**config.mk**
```make
export PLATFORM = sky130hd
export DESIGN_NAME = if_stage
export DESIGN_NICKNAME = d
export VERILOG_FILES = /design/src/rtl/if_stage.sv
export SDC_FILE = /design/constraint.sdc
export NUM_CORES = 1
export LEC_CHECK = 0
export ABC_AREA = 0
export CAP_MARGIN = 5
export CORE_MARGIN = 1.5
export CORE_UTILIZATION = 45
export CTS_CLUSTER_SIZE = 14
export DETAILED_ROUTE_END_ITERATION = 12
export PLACE_DENSITY = 0.73
export SETUP_SLACK_MARGIN = 0.05
export SLEW_MARGIN = 20
export SYNTH_ARGS = -nofsm -noshare
export SYNTH_HDL_FRONTEND = slang
export SYNTH_SLANG_ARGS = --single-unit
```
**constraint.sdc**
```tcl
create_clock -name clk -period 2.05 [get_ports clk]
set_input_delay 0.41 -clock clk [delete_from_list [all_inputs] [get_ports clk]]
set_output_delay 0.41 -clock clk [all_outputs]
set_load 0.02 [all_outputs]
```
**src/rtl/if_stage.sv**
```systemverilog
// Instruction-fetch stage: owns the PC, drives a req/ack instruction memory port and holds
// the IF/ID pipeline register. Branch redirects flush IF/ID; freeze stalls it.
module if_stage #(
    parameter logic [31:0] RESET_PC  = 32'h0000_0000,
    parameter logic [31:0] PC_STEP   = 32'd4,
    parameter logic [31:0] NOP_INSTR = 32'h0000_0000
) (
    input  logic        clk,
    input  logic        reset,
    input  logic        freeze,
    input  logic        branch_taken,
    input  logic [31:0] branch_addr,
    output logic        imem_req,
    output logic [31:0] imem_addr,
    input  logic        imem_ack,
    input  logic [31:0] imem_rdata,
    output logic [31:0] if_instruction,
    output logic [31:0] if_pc,
    output logic        if_valid
);

    typedef enum logic [1:0] {StReq = 2'd0, StHold = 2'd1, StDrain = 2'd2} state_e;

    state_e      state_q, state_d;
    logic [31:0] pc_q, pc_d;
    logic [31:0] drain_addr_q, drain_addr_d;
    logic [31:0] buf_instr_q, buf_instr_d;
    logic [31:0] buf_pc_q, buf_pc_d;
    logic [31:0] instr_q, instr_d;
    logic [31:0] ifpc_q, ifpc_d;
    logic        valid_q, valid_d;
    logic [31:0] pc_inc;
    logic        load_bubble;

    assign pc_inc = pc_q + PC_STEP;

    always_comb begin
        imem_req  = 1'b0;
        imem_addr = pc_q;
        case (state_q)
            StReq:   imem_req = 1'b1;
            StDrain: begin
                imem_req  = 1'b1;
                imem_addr = drain_addr_q;
            end
            default: imem_req = 1'b0;
        endcase
    end

    always_comb begin
        state_d      = state_q;
        pc_d         = pc_q;
        drain_addr_d = drain_addr_q;
        buf_instr_d  = buf_instr_q;
        buf_pc_d     = buf_pc_q;
        instr_d      = instr_q;
        ifpc_d       = ifpc_q;
        valid_d      = valid_q;
        load_bubble  = 1'b0;

        case (state_q)
            StReq: begin
                if (branch_taken) begin
                    pc_d        = branch_addr;
                    load_bubble = 1'b1;
                    // Without an ack the request is still in flight and must be drained.
                    if (!imem_ack) begin
                        drain_addr_d = pc_q;
                        state_d      = StDrain;
                    end
                end else if (imem_ack) begin
                    pc_d = pc_inc;
                    if (!freeze) begin
                        instr_d = imem_rdata;
                        ifpc_d  = pc_inc;
                        valid_d = 1'b1;
                    end else begin
                        buf_instr_d = imem_rdata;
                        buf_pc_d    = pc_inc;
                        state_d     = StHold;
                    end
                end else if (!freeze) begin
                    load_bubble = 1'b1;
                end
            end
            StHold: begin
                if (branch_taken) begin
                    pc_d        = branch_addr;
                    load_bubble = 1'b1;
                    state_d     = StReq;
                end else if (!freeze) begin
                    instr_d = buf_instr_q;
                    ifpc_d  = buf_pc_q;
                    valid_d = 1'b1;
                    state_d = StReq;
                end
            end
            StDrain: begin
                load_bubble = 1'b1;
                if (branch_taken) pc_d = branch_addr;
                if (imem_ack) state_d = StReq;
            end
            default: state_d = StReq;
        endcase

        if (load_bubble) begin
            instr_d = NOP_INSTR;
            ifpc_d  = 32'h0;
            valid_d = 1'b0;
        end
    end

    always_ff @(posedge clk) begin
        if (reset) begin
            state_q      <= StReq;
            pc_q         <= RESET_PC;
            drain_addr_q <= 32'h0;
            buf_instr_q  <= 32'h0;
            buf_pc_q     <= 32'h0;
            instr_q      <= NOP_INSTR;
            ifpc_q       <= 32'h0;
            valid_q      <= 1'b0;
        end else begin
            state_q      <= state_d;
            pc_q         <= pc_d;
            drain_addr_q <= drain_addr_d;
            buf_instr_q  <= buf_instr_d;
            buf_pc_q     <= buf_pc_d;
            instr_q      <= instr_d;
            ifpc_q       <= ifpc_d;
            valid_q      <= valid_d;
        end
    end

    assign if_instruction = instr_q;
    assign if_pc          = ifpc_q;
    assign if_valid       = valid_q;

endmodule

```
======== Yosys cells after proc, flatten, opt, wreduce, memory -nomap -nowiden ========
Index checks and enable logic that the tools add are counted.
W data, S select, Z words.
cells by class
  add/sub/neg operators ................... 1
  eq/ne operators ......................... 13
  multiplexer cells ....................... 36
  bitwise operators ....................... 2
  reduce and logical (&&, ||, !) cells .... 12
operators by type and width
  cell                     number
  $mux W32                 14
  $pmux W32 S2             3
  $add A32 B3 Y32 const B  1
  $mux W2                  7
  $ne A2 B2 Y1 const B     6
  $ne A3 B3 Y1 const B     4
  $mux W1                  9
  $reduce_and A4 Y1        2
  $pmux W2 S3              1
  $reduce_and A3 Y1        2
  $reduce_and A6 Y1        1
  $reduce_or A2 Y1         3
  $reduce_and A5 Y1        1
  $reduce_bool A2 Y1       2
  $pmux W1 S3              1
  $eq A2 B1 Y1 const B     1
  $eq A2 B2 Y1 const B     1
  $logic_not A2 Y1         1
  $ne A2 B1 Y1 const B     1
  $not A1 Y1               2
  $pmux W1 S2              1
storage, ports and cells
  bits in registers ....................... 195
  input port bits ......................... 69
  output and inout bits ................... 98
  word-level logic and storage cells ...... 72

======== Longest topological paths before layout ========
Gate-level depths: netlist (run 1).
  depth in word-level cells ............... 5
  mapped depth ............................ 10
  depth with buffers taken out ............ 7

======== Worst setup path after synthesis (run 1) ========
Ideal clock, no wire load.
  path type ............................... reg2reg
  from .................................... reg state_q[1]
  to ...................................... reg instr_q[10] (netlist: if_instruction[10])
  setup time .............................. 86 ps
  arrival ................................. 1,934 ps
  data required time ...................... 1,964 ps
  path slack .............................. 31 ps
  cell stages (with the launch flop) ...... 10
  buffers on the path ..................... 3
  clock period less this slack ............ 2,019 ps
  path through ............................ dfxtp_1 > inv_1 > ha_1 > clkbuf_1 > mux2i_1 > nor3_1 > clkbuf_1 > buf_2 > nor2_1 > a211oi_1
on the way
  cells in the longest elaborated chain, start to end .. 3
  elaborated cells on any way between the ends .. 13
  those cells by class .................... 7 x eq/ne; 2 x mux; 4 x reduce/logical
RTL lines
  element                                                                 RTL line  RTL
  start: declaration                                                      24        state_e state_q, state_d;
  start signal: assignment                                                115       state_q <= StReq;
  start signal: assignment                                                124       state_q <= state_d;
  $eq A2 B1 Y1, or another cell as far along                              61        case (state_q)
  $ne A2 B2 Y1 (no source line), or another cell as far along             -
  $reduce_and A6 Y1 (no source line) or $reduce_or A2 Y1 (tied branches)  -
  end signal: assignment                                                  129       instr_q <= instr_d;
  end: declaration                                                        29        logic [31:0] instr_q, instr_d;
Several ways; a longest one is shown, not always the timed one.
A chain may end at the register's enable or synchronous reset.

======== Final worst setup path (run 1) ========
  from .................................... reg state_q[0]
  to ...................................... out imem_addr[6]
on the way
  cells in the longest elaborated chain, start to end .. 2
RTL lines
  element           RTL line  RTL
  $eq A2 B2 Y1      40        case (state_q)
  $mux W32          40
  end: declaration  14        output logic [31:0] imem_addr,
Every way passes these cells.

==> flow_summary.toml, run 1 <==
[outcome]
status = "finished, violations left"
violations = "setup timing"

[cts]
h-tree-depth = 4
clk_pin_slew_worst_paths_ns = 0.07
cts_buffers = 17
numClockSinks = 195
clk_path_buf_depth = 2
holdBufCountCts = 0
clockRootBuffer = "clkbuf_16"
cts_tree = "built"
clk_latency_ns = 0.44

[grt]
grt_pass1_wl_microns = 48600
track_usage = 0.286
antenna_found_initial = 0
first_global_vias = 9061
grt_max_degree = 80
grt-ovfl-total = 0

[power]
p_per_area_nw_per_um2 = 770
p_clk_frac = 0.323
switching_power_mw = 3.63
p_leak_nw = 5.14
total_power_mw = 10.9
ir_drop_mv = 0.584
combPwrFrac = 0.291
switching_share = 0.332
power.share.sequential = 0.387
p_int_mw = 7.29

[layout]
fillers = 1335
syn_to_final_growth_pct = 55.1
stdcell_count = 1684
antenna_cells = 0
seqCellArea_sq_um = 3930
fin_util = 0.719
multi_input_comb_area_sq_um = 5590
layout.nets = 1480
drive_above_1_share = 0.314

[synthesis]
synth.most_common_cell = "nand2_1"
yosysWarnings = 0
synthTopCellsByCount = "nand2_1, dfxtp_1, nor2_1"
synth-seq-cells = 195
syn_area_sq_um = 9140
synth_cells = 1140
synthArstFlopShare = 0
synth_edf_count = 0
yosys.area.top_type = "dfxtp_1"
yosys.area.top_type_share = 0.427
syn_nets = 1214
synthFlopType = "dfxtp_1"
synth.avg_cell_area_sq_um = 8.01
synth-seq-area-share = 0.427
synth_area_leaders = "dfxtp_1, nand2_1, a21oi_1"
synth_cell_types = 63

[worst_setup_path]
crit_fanout = 5
cp.required_ns = 1.64
reg2regPathDepth = 8
worstSetupPathType = "register to output port"
cp-start-kind = "register"
r2r_slack_ns = -0.08
max_stage_delay_ns = 0.33
crit_arrival_ns = 1.76
crit_chain = "inv_2, ha_4, buf_12, buf_16, mux2_4, buf_6"
crit_slowest_cell = "dfxtp_2"
cp-end-kind = "output port"

[route]
via_count = 9825
via_per_inst = 5.83
wl_per_cell_microns = 19.3
drc_errors = 0
first_pass_iters = 6
wl_microns = 32400
drtAntennaViolNets = 0
initialDrtViolationCount = 971

[sta]
hold_violations = 0
post-route-period-util = 1.06
grt_setup_unrepaired = "true"
drv_slew = 0
tightest_slew_ns = 0.931
period_minus_slack_ns = 2.17
slew_headroom = 0.379
fmax_ghz = 0.460
fin_ws_ns = -0.123
setup-violations-final = 30
clock-skew-final_ns = 0.0167

[placed_design]
place_inst = 1602
dpl.hpwl_microns = 19800
finalWeightedCongestion = 0.970
pre_cts_slack_ns = -0.322
numPortBuffers = 166

[run]
maxCapViolCount = 0

[hold_path]
hold_depth = 2
hp-class = "input port to register"

[die]
rows = 51
die_x_microns = 145
die_area_sq_um = 21200
coreArea_sq_um = 19700
chipHeight_microns = 145
start_util = 0.463
ioPinCount = 167
## cell families after synthesis
kind of cell,share of synthesized area
AO/OA/AOI/OAI,0.192
XOR/XNOR,0.0211
adder cells (fa/ha/maj),0.00685
buffers and inverters,0.0547
flip-flops,0.427
multiplexers,0.0746
AND/OR/NAND/NOR,0.223
## registers in the layout, indices dropped and copies added, names as in the netlist
signal          flops
buf_pc_q           32
state_q             2
if_instruction     32
drain_addr_q       32
if_pc              32
pc_q               32
if_valid            1
buf_instr_q        32
## placed cells by master, fill, tap and decap left out, drive strengths merged, types with 17 or more instances in the layout
master and n:
nand2 201, mux2i 40, nor2 122, o21ai 41, a211oi 54, clkbuf 19
a21oi 99, a31oi 17, nor3 27, nand3 31, inv 22, buf 223
dfxtp 195, nand4 18, mux2 25, clkdlybuf4s50 132
## layout make-up
| class | instances | area share |
|---|---|---|
| Clock buffer | 17 | 0.0300 |
| Clock inverter | 15 | 0.0141 |
| Inverter | 13 | 0.00397 |
| Multi-Input combinational cell | 822 | 0.395 |
| Sequential cell | 195 | 0.277 |
| Tap cell | 265 | 0.0234 |
| Timing Repair Buffer | 357 | 0.257 |
## critical path, delay by kind of cell (launching register included)
family | cells | cell delay (ns)
flip-flops | 1 | 0.33
multiplexers | 1 | 0.30
adder cells (fa/ha/maj) | 1 | 0.23
buffers and inverters | 4 | 0.47
## repair_timing
item | in CTS | in global routing
endpoints found under the setup margin | 124 | 208
pin swaps | 51 | 44
cloned | 14 | 3
setup buffers | 22 | 19
resized for setup | 309 | 132
## power by group through the flow
stage                     clock, mW  combinational (mW)  sequential [mW]
after floorplan                   0                1.36             4.24
after global placement            0                2.51             4.25
after detailed placement          0                2.53             4.26
after CTS                      3.55                2.92             4.18
after global routing           3.72                3.35             4.24
final                          3.52                3.17             4.22
## final timing paths
path,from,end
min reg2reg,drain_addr_q[30]$_SDFFE_PP0P_,drain_addr_q[30]$_SDFFE_PP0P_
min,reset,state_q[0]$_SDFFE_PP0P_
max,state_q[0]$_SDFFE_PP0P_,imem_addr[6]
max reg2reg,state_q[1]$_SDFFE_PP0P_,if_pc[28]$_SDFFE_PP0P_
## stage by stage
| stage | cell area [sq um] | TNS, ns | hold slack, ns |
|---|---|---|---|
| after floorplan | 9140 | 0 | 0.433 |
| after global placement | 12000 | -10.57 | 0.438 |
| after detailed placement | 12000 | -15.51 | 0.443 |
| after CTS | 13600 | -3.56 | 0.249 |
| after global routing | 14200 | -4.55 | 0.267 |
| final | 14200 | -2.37 | 0.283 |
## metal layers
metal / share of wire / vias to the layer above / track usage
li1: - / 4551 / -
met1: 0.42 / 4686 / 0.387
met2: 0.47 / 504 / 0.459
met3: 0.076 / 84 / 0.0530
met4: 0.030 / 0 / 0.0964
met5: 0 / - / 0
Power figures use the tool's default switching activity.
==> run 2, diff against run 1 <==
--- a/config.mk
+++ b/config.mk
@@ -11,7 +11,7 @@
 export CORE_UTILIZATION = 45
 export CTS_CLUSTER_SIZE = 14
 export DETAILED_ROUTE_END_ITERATION = 12
-export PLACE_DENSITY = 0.73
+export PLACE_DENSITY = 0.7
 export SETUP_SLACK_MARGIN = 0.05
 export SLEW_MARGIN = 20
 export SYNTH_ARGS = -nofsm -noshare
==> constraint.sdc (replaced) <==
create_clock -name clk -period 2.16 [get_ports clk]
set_input_delay 0.432 -clock clk [delete_from_list [all_inputs] [get_ports clk]]
set_output_delay 0.432 -clock clk [all_outputs]
set_load 0.02 [all_outputs]
==> run 2 against run 1 <==
Compared with the run above: largest power group unchanged; flip-flop and latch count did not move; hold slack improved by 0.096 ns; core utilization fell by 7.9 points; first-iteration DRC count fell by 28%; cell area fell by 11%; global-route usage fell by 2.7 points; via count fell by 8.0%; sequential power fell by 5.7%; the flow now finishes without violations; non-clock buffer count fell by 72.
==> flow_summary.toml, run 2 (synthesized netlist as in run 1, its figures left out) <==
[layout]
layout.nets = 1407
final_cell_mix = "nand2_1, dfxtp_1, clkdlybuf4s50_1"
final_common_cell = "nand2_1"
design_area_sq_um = 12600
syn_to_final_growth_pct = 38.1
drive_above_1_share = 0.189

[worst_setup_path]
r2r_slack_ns = 0.05
crit_fanout = 9
worstSetupPathType = "register to output port"
crit_arrival_ns = 1.70
cp.required_ns = 1.73
cp-end-kind = "output port"
cp-start-kind = "register"

[route]
route.met3.wl_microns = 2110
first_pass_iters = 5
wl_per_cell_microns = 17.4
met2_length_microns = 12400
routed.top_layer = "met4"
via_per_inst = 5.61
initialDrtViolationCount = 695
wl_microns = 28000
drtAntennaViolNets = 0
drc_errors = 0
wl_met1_microns = 13000
via_count = 9043

[grt]
grt_pass1_wl_microns = 44000
track_usage = 0.259
grt_max_degree = 109
antenna_found_initial = 0
grt-ovfl-total = 0
first_global_vias = 8188

[die]
die_x_microns = 145
ioPinCount = 167
chipHeight_microns = 145
rows = 51
start_util = 0.463
coreArea_sq_um = 19700
die_area_sq_um = 21200

[placed_design]
numPortBuffers = 166
dpl.hpwl_microns = 19500
finalWeightedCongestion = 0.910
post_dp_cell_area_sq_um = 11800

[power]
ir_drop_mv = 0.562
p_leak_nw = 4.49
p_per_area_nw_per_um2 = 773

[outcome]
status = "finished, final reports clean"

[sta]
clock-skew-final_ns = 0.00932
hold_violations = 0
tns_ns = 0
post-route-period-util = 0.989
grt_setup_unrepaired = "true"
setup-violations-final = 0
fmax_ghz = 0.468
tightest_slew_ns = 0.788
slew_headroom = 0.475
drv_slew = 0
period_minus_slack_ns = 2.14

[run]
maxCapViolCount = 0

[cts]
numClockSinks = 195
clk_pin_slew_worst_paths_ns = 0.08
clockRootBuffer = "clkbuf_16"
cts_buffers = 17
clk_latency_ns = 0.44
cts_tree = "built"
h-tree-depth = 4
clk_path_buf_depth = 2
holdBufCountCts = 0

[hold_path]
hp-class = "input port to register"
-- run 2: worst max-delay path, stage by stage, from the launching register on --
cell     delay, ns
dfxtp_2       0.33
inv_2         0.07
ha_4          0.23
buf_12        0.16
mux2_2        0.35
buf_6         0.13
-- run 2: repair_timing --
action	4_1_cts	5_1_grt
gates cloned	2	0
gates resized for setup	211	35
setup buffers	2	2
pin swaps	1	3
endpoints found under the setup margin	36	59
-- run 2: through the flow --
stage	hold slack [ns]	cells	util	total power [mW]	worst slack, ns
finish	0.379	1612	0.640	9.75	0.0248
global route	0.383	1611	0.640	10.1	-0.0117
CTS	0.368	1610	0.635	9.73	-0.0374
detailed placement	0.444	1574	0.597	6.42	-0.269
global placement	0.438	1574	0.597	6.39	-0.131
floorplan	0.433	1140	-	5.31	0.141
-- run 2: cell type report --
type                    instances  area, sq um
diodes                          1         2.50
clock buffers                  17          425
clock inverters                15          195
fillers                      1640         7100
inverters                      13         48.8
multi-input cells             821         4910
flip-flops and latches        195         3910
well taps                     265          332
repair buffers                285         2790
-- run 2: power by group --
part / switching (mW) / internal, mW / total [mW]
Clock: 1.67 / 1.60 / 3.27
Sequential: 0.185 / 3.79 / 3.98
Combinational: 1.35 / 1.15 / 2.50
-- run 2: final timing paths --
kind / from / end / cells past startpoint
hold reg to reg: drain_addr_q[7]$_SDFFE_PP0P_ / drain_addr_q[7]$_SDFFE_PP0P_ / 2
setup / recovery: state_q[0]$_SDFFE_PP0P_ / imem_addr[14] / 5
hold / removal: reset / pc_q[4]$_SDFFE_PP0P_ / 2
setup reg to reg: pc_q[2]$_SDFFE_PP0P_ / if_pc[20]$_SDFFE_PP0P_ / 6
-- run 2: per-layer routing --
metal  GRT usage  vias up
li1            -     4399
met1       0.378     4243
met2       0.396      357
met3      0.0439       44
met4      0.0663        0
met5           0        -
